**config.mk**
```make
export PLATFORM = sky130hd
export DESIGN_NAME = pipe_register_file
export DESIGN_NICKNAME = d
export VERILOG_FILES = /design/src/rtl/pipe_register_file.sv
export SDC_FILE = /design/constraint.sdc
export NUM_CORES = 2
export LEC_CHECK = 0
export CAP_MARGIN = 20
export CORE_ASPECT_RATIO = 0.6
export CORE_MARGIN = 4
export CORE_UTILIZATION = 35
export CTS_CLUSTER_DIAMETER = 50
export DETAILED_ROUTE_END_ITERATION = 8
export PLACE_DENSITY = 0.61
export SLEW_MARGIN = 5
export SYNTH_ARGS = -nofsm -noshare
export SYNTH_HDL_FRONTEND = slang
export SYNTH_SLANG_ARGS = --single-unit
```
**constraint.sdc**
```tcl
create_clock -name clk -period 2.85 [get_ports clk]
set_input_delay 0.4275 -clock clk [delete_from_list [all_inputs] [get_ports clk]]
set_output_delay 0.4275 -clock clk [all_outputs]
set_load 0.03 [all_outputs]
```
**src/rtl/pipe_register_file.sv**
```systemverilog
// Pipeline register file: two combinational read ports, E/M write ports and per-register
// pending-write counters with a sticky overflow flag. Optional same-cycle bypass: REGFILE_BYPASS_EN.
module pipe_register_file #(
  parameter int unsigned DATA_W = 64,
  parameter int unsigned NREGS  = 15,
  parameter int unsigned CNT_W  = 2
) (
  input  logic              clk,
  input  logic              rst,
  input  logic [3:0]        srcA,
  input  logic [3:0]        srcB,
  output logic [DATA_W-1:0] valA,
  output logic [DATA_W-1:0] valB,
  input  logic [3:0]        dstE,
  input  logic [3:0]        dstM,
  input  logic [DATA_W-1:0] valE,
  input  logic [DATA_W-1:0] valM,
  input  logic              wr_en,
  input  logic              resv_en,
  input  logic [3:0]        resv_d0,
  input  logic [3:0]        resv_d1,
  output logic              busyA,
  output logic              busyB,
  output logic              ovf_err
);

  logic [DATA_W-1:0] regs_q [NREGS];
  logic [DATA_W-1:0] regs_d [NREGS];
  logic [CNT_W-1:0]  cnt_q  [NREGS];
  logic [CNT_W-1:0]  cnt_d  [NREGS];
  logic              ovf_q, ovf_d;
  logic [NREGS-1:0]  inc, dec;

  // IDs are matched against each valid index, so RNONE and IDs >= NREGS never hit.
  always_comb begin
    inc = '0;
    dec = '0;
    for (int unsigned i = 0; i < NREGS; i++) begin
      inc[i] = resv_en && (resv_d0 == 4'(i) || resv_d1 == 4'(i));
      dec[i] = wr_en && (dstE == 4'(i) || dstM == 4'(i));
    end
  end

  always_comb begin
    regs_d = regs_q;
    cnt_d  = cnt_q;
    ovf_d  = ovf_q;
    for (int unsigned i = 0; i < NREGS; i++) begin
      if (wr_en && dstM == 4'(i)) begin
        regs_d[i] = valM;
      end else if (wr_en && dstE == 4'(i)) begin
        regs_d[i] = valE;
      end
      // Simultaneous reserve and release cancel out.
      if (inc[i] && !dec[i]) begin
        if (&cnt_q[i]) begin
          ovf_d = 1'b1;
        end else begin
          cnt_d[i] = cnt_q[i] + CNT_W'(1);
        end
      end else if (dec[i] && !inc[i] && cnt_q[i] != '0) begin
        cnt_d[i] = cnt_q[i] - CNT_W'(1);
      end
    end
  end

  always_ff @(posedge clk) begin
    if (rst) begin
      for (int unsigned i = 0; i < NREGS; i++) begin
        regs_q[i] <= DATA_W'(i);
        cnt_q[i]  <= '0;
      end
      ovf_q <= 1'b0;
    end else begin
      regs_q <= regs_d;
      cnt_q  <= cnt_d;
      ovf_q  <= ovf_d;
    end
  end

  always_comb begin
    valA  = '0;
    valB  = '0;
    busyA = 1'b0;
    busyB = 1'b0;
    for (int unsigned i = 0; i < NREGS; i++) begin
      if (srcA == 4'(i)) begin
        valA  = regs_q[i];
        busyA = cnt_q[i] != '0;
`ifdef REGFILE_BYPASS_EN
        if (wr_en && dstM == srcA) begin
          valA = valM;
        end else if (wr_en && dstE == srcA) begin
          valA = valE;
        end
        if (dec[i] && !inc[i] && cnt_q[i] == CNT_W'(1)) begin
          busyA = 1'b0;
        end
`endif
      end
      if (srcB == 4'(i)) begin
        valB  = regs_q[i];
        busyB = cnt_q[i] != '0;
`ifdef REGFILE_BYPASS_EN
        if (wr_en && dstM == srcB) begin
          valB = valM;
        end else if (wr_en && dstE == srcB) begin
          valB = valE;
        end
        if (dec[i] && !inc[i] && cnt_q[i] == CNT_W'(1)) begin
          busyB = 1'b0;
        end
`endif
      end
    end
  end

  assign ovf_err = ovf_q;

endmodule

```
Word level (Yosys, flattened, before mapping)
Cells that the tools add are included.
{"block": "totals", "ff_bits": 991, "output_inout_bits": 131}
{"block": "classes", "n_eq_ne": 99, "add_sub_neg": 30, "n_reduce_logical": 246, "mux": 165}
{"operator": "$mux W64", "n": 60}
{"operator": "$eq A4 B4 Y1 const B", "n": 42}
{"operator": "$logic_and A1 B1 Y1", "n": 105}
{"operator": "$eq A4 B3 Y1 const B", "n": 24}
{"operator": "$mux W2", "n": 45}
{"operator": "$reduce_bool A2 Y1", "n": 45}
{"operator": "$mux W1", "n": 60}
{"operator": "$reduce_and A2 Y1", "n": 30}
{"operator": "$eq A4 B2 Y1 const B", "n": 12}
{"operator": "$add A2 B1 Y2 const B", "n": 15}
{"operator": "$logic_not A1 Y1", "n": 30}
{"operator": "$logic_or A1 B1 Y1", "n": 30}
{"operator": "$ne A2 B2 Y1 const B", "n": 15}
{"operator": "$sub A2 B1 Y2 const B", "n": 15}
{"operator": "$eq A4 B1 Y1 const B", "n": 6}
{"operator": "$logic_not A4 Y1", "n": 6}

Depth between registers and ports, before layout
{"block": "depth", "ltp_word": 34, "ltp_mapped": 11, "ltp_nobuf": 6}

Least setup slack after synthesis
OpenSTA, ideal clock, no wires.
{"block": "synth_timing", "kind": "input to output", "startpoint": "input port srcB[2]", "endpoint": "output port valB[11]", "slack_ns": -0.081, "stages": 7, "n_path_buf": 4, "required_ns": 2.423, "t_arrival_ns": 2.504, "path_cell_list": "buf_4 -> buf_6 -> nor2b_1 -> buf_2 -> clkbuf_1 -> a22oi_1 -> o311ai_0"}
{"block": "synth_between", "elab_chain_len": 16, "elab_cells_between_ends": 30}
{"item": "start: declaration", "line_no": "11", "rtl": "input logic [3:0] srcB,"}
{"item": "$logic_not A4 Y1", "line_no": "101", "rtl": "if (srcB == 4'(i)) begin"}
{"item": "$mux W64 (14 in series)", "line_no": "101"}
{"item": "$mux W64 (*)", "line_no": "101"}
{"item": "end: declaration", "line_no": "13", "rtl": "output logic [DATA_W-1:0] valB,"}
Every way passes the cells marked *; elsewhere a longest branch is shown, timed or not.

Final worst setup path
{"block": "layout_timing", "startpoint": "input port srcB[0]", "endpoint": "output port valB[4]"}
The elaborated chain is that of the path after synthesis.

==> summary.md <==
| Metric | Value |
|---|---|
| WHS | `254 ps` |
| Post-route design area | `0.0832 mm2` |
| Routed wire per std cell | `around 37 um` |
| Initial DRC Count | `~16,000` |
| Antenna violations before repair | `44` |
| Setup ws final | `-201 ps` |
| I/O Buffers | `between 200 and 300` |
| Clock sink count | `991` |
| Worst-skew pair later-pin latency | `about 770 ps` |
| Hold Startpoint | `rst` |
| Worst Hold End | `regs_q[199]` |
| CTS tree | `built` |
| Comb pwr share | `22.1%` |
| Sw frac | `32.9%` |
| Clock tree buffer depth | `3` |
| Clk network pwr share | `40.7%` |
| Crit path kind | `input port to output pin` |
| GP Congestion | `about 1.1` |
| Via count | `~78,000` |
| Max-slew violation count | `0` |
| Arrival time worst endpoint | `2620 ps` |
| RSZ-0062 raised after global routing | `true` |
| Worst r2r path cells | `7` |
| Die width | `550 um` |
| Fin crit share | `107%` |
| Status | `finished with violations` |
| Post-DP Area | `0.0753 mm2` |
| Largest net degree at the start of global routing | `97` |
| Int Pwr | `26.6 mW` |
| Metal-1 WL | `157 mm` |
| Lkg Pwr | `29.3 nW` |
| Setup_tns | `-1980 ps` |
| Cell accounting for the most synthesized area | `dfxtp_1` |
| Synth cell types | `88` |
| H-tree levels | `3` |
| Final core occ | `47.5%` |
| Final hold violations | `0` |
| Clock slew at reported path FFs | `70 ps` |
| Top FF cell, synth | `dfxtp_1` |
| Mux cell area share after synthesis | `11.3%` |
| Die Area | `0.183 mm2` |
| Drc violations | `13` |
| Layout cells sized above 1 | `between 20% and 30%` |
| Seq/Total Area, Yosys | `32.1%` |
| Core area | `0.175 mm2` |
| Maxcap violations | `0` |
| Failing checks | `DRC, setup timing` |
| Row cnt | `roughly 120` |
| Vias in the first global route | `70,400` |
| Layout overhead on the synthesized area | `34.8%` |
| Drt pass-1 iters | `9` |
| Setup Skew | `8.48 ps` |
| Die Ht | `333 um` |
| Ys Warns | `0` |
| Post-synth top area share | `32.1%` |
| ANT nets after route | `0` |
| Avg Cell Area, Syn | `7.57 um2` |
| Mapped Nets | `between 8,000 and 9,000` |
| Synthesized instance count | `between 8,000 and 9,000` |
| RR Endpoint | `ovf_err` |
| Drt total wl | `412 mm` |
| CP startpoint kind | `input port` |
| Post-synthesis adder-cell area fraction | `0%` |
| CP Max Fanout | `12` |
| Setup violators final | `38` |
| I/O Pins | `287` |
| Worst-margin pin slew | `between 900 and 1000 ps` |
| Global route total overflow | `0` |
| Fmax | `0.328 GHz` |
| CTS Buf Count | `115` |
| Asr flop ratio synth | `0%` |
| Initial core utilization | `35.2%` |
| Nets | `8,838` |
| Met2 Wirelength | `around 150 mm` |
| Sw Pwr | `13.0 mW` |
| Worst VDD drop | `0.000481 V` |
| Largest family of logic cells by synthesized area | `compound AO/OA/AOI/OAI gates` |
| Power per Cell Area | `477 mW/mm2` |
| Critical Path RT | `roughly 2400 ps` |
| Worst r2r src | `cnt_q[0]` |
| Synth Area in Compound Gates | `29.2%` |
| Root cell of the clock tree | `clkbuf_16` |
| XOR/XNOR share of the synthesized area | `less than 1%` |
| Worst setup path start | `srcB[0]` |
| EDFF count, synth | `0` |
| Vias per inst | `7.00` |
| Synth top area cells | `dfxtp_1 32%, nand2_1 8.8%, a311oi_1 8.6%` |
| Post-DP HPWL | `279 mm` |
| HP Class | `input port to flop` |
| Hold depth | `2` |
| Gr usage total | `42.2%` |
| Met3 WL | `about 74 mm` |
| Relative slew margins | `about a third` |
| Sequential share of power | `a little under two fifths` |
| Top sig layer | `met5` |
| Post-Syn Area | `~0.062 mm2` |
| Yosys reg bits | `991` |
| Synth Area in Simple Gates | `19.8%` |
| FF-to-FF setup slack | `1070 ps` |
| CP Capture Type | `output pin` |
| Final min period | `3050 ps` |
| Global-route wire length before repair | `560 mm` |
per-stage QoR:
step / setup WS, ps / cells / power [mW]
2_1_floorplan: 97.1 / 8159 / 18.3
3_3_place_gp: -720 / 10800 / 22.7
3_5_place_dp: -654 / 10800 / 22.8
4_1_cts: -201 / 11100 / 38.8
5_1_grt: -211 / 11100 / 40.2
6_report: -201 / 11200 / 39.7
how the worst max path moves through the flow:
stage               slack (ps)  cells after the start        to
global route              -210                      5   valB[1]
global placement          -720                     12  valB[23]
CTS                       -200                      8  valB[23]
detailed placement        -650                     12  valB[23]
finish                    -200                      9   valB[4]
floorplan                  100                      8  valB[59]
registers in the layout (all words and copies together), names as in the netlist:
register  flops
cnt_q        30
ovf_err       1
regs_q      960
cell usage after synthesis (11+ instances only):
master / number
mux2_2: 66
a221oi_1: 88
o21ai_1: 28
buf_2: 243
o221ai_1: 77
mux2i_1: 481
nand2b_1: 23
o211ai_1: 19
a21o_1: 24
o21a_1: 11
nand3_1: 34
a22o_1: 24
a21oi_1: 409
clkbuf_1: 575
a222oi_1: 25
nor4bb_1: 15
or3_1: 12
nor3_1: 118
o31ai_1: 11
buf_1: 40
or2_1: 16
nor2b_1: 18
o2bb2ai_1: 17
dfxtp_1: 991
and3_1: 11
a211oi_1: 354
a31oi_1: 31
buf_4: 78
o22ai_1: 210
nor2_1: 1200
nand2_1: 1453
o21ai_0: 398
a22oi_1: 92
or2_2: 25
inv_1: 12
a32oi_1: 13
xor2_1: 12
a311oi_1: 606
buf_6: 32
mux4_2: 60
a221o_1: 56
layer usage:
metal / GRT usage, % / vias to the layer above
met3: 20.8 / 1704
met5: 0.410 / -
li1: - / 31100
met2: 55.0 / 7836
met4: 22.3 / 30
met1: 56.3 / 37600
worst max-delay path: stages:
cell	delay, ps
buf_12	140
buf_12	170
or3b_2	520
o21ai_0	150
a22oi_1	170
a221o_1	460
o211ai_1	200
o21ai_4	170
buf_12	170
kinds of logic after synthesis:
| kind of cell | Yosys count |
|---|---|
| and+or+nand+nor | 3007 |
| AOI/OAI and AO/OA | 2547 |
| DFF | 991 |
| buffers and inverters | 985 |
| muxes | 614 |
| xor gates and xnor gates | 15 |
final cells by class:
cell class	instances	area (um2)
flip-flops and latches	991	20100
clock inverters	55	658
clock buffers	156	3250
fillers	16800	92200
inverters	16	66.3
diodes	49	123
well taps	2359	2950
multi-input cells	6183	39900
repair buffers	1375	16200
cells in the final DEF (no fill, tap or decap), types with 35 or more instances in the layout:
cell type,Yosys,routed
a21oi_2,2,57
buf_12,0,385
o221ai_1,77,56
nor3_2,5,55
a221o_1,56,55
diode_2,0,49
clkdlybuf4s50_1,0,147
a21oi_1,409,346
o21ai_1,28,61
o22ai_1,210,199
a22oi_1,92,84
o21ai_0,398,345
nand2_1,1453,1408
a221oi_1,88,51
mux4_2,60,60
nor2_1,1200,1170
nor3_1,118,54
mux2i_1,481,474
buf_4,78,746
clkbuf_16,0,125
a211oi_1,354,351
dfxtp_1,991,837
mux2_2,66,59
a311oi_1,606,606
a221oi_2,1,35
dfxtp_2,0,135
buf_6,32,64
repair_timing:
action                     4_1_cts  5_1_grt
gates cloned                     4        9
pin swaps                      170      148
hold buffers                     0        0
setup endpoints to repair      127      112
buffers inserted                66       56
gates resized for setup        465      308
power groups by stage:
stage | Combinational, mW | Sequential (mW) | Clock, mW
2_1_floorplan | 3.45 | 14.8 | 0
3_3_place_gp | 7.70 | 15.0 | 0
3_5_place_dp | 7.75 | 15.0 | 0
4_1_cts | 8.10 | 14.7 | 16.0
5_1_grt | 8.83 | 14.8 | 16.6
6_report | 8.77 | 14.8 | 16.1
Note: power is estimated with default switching activity, not from simulation.
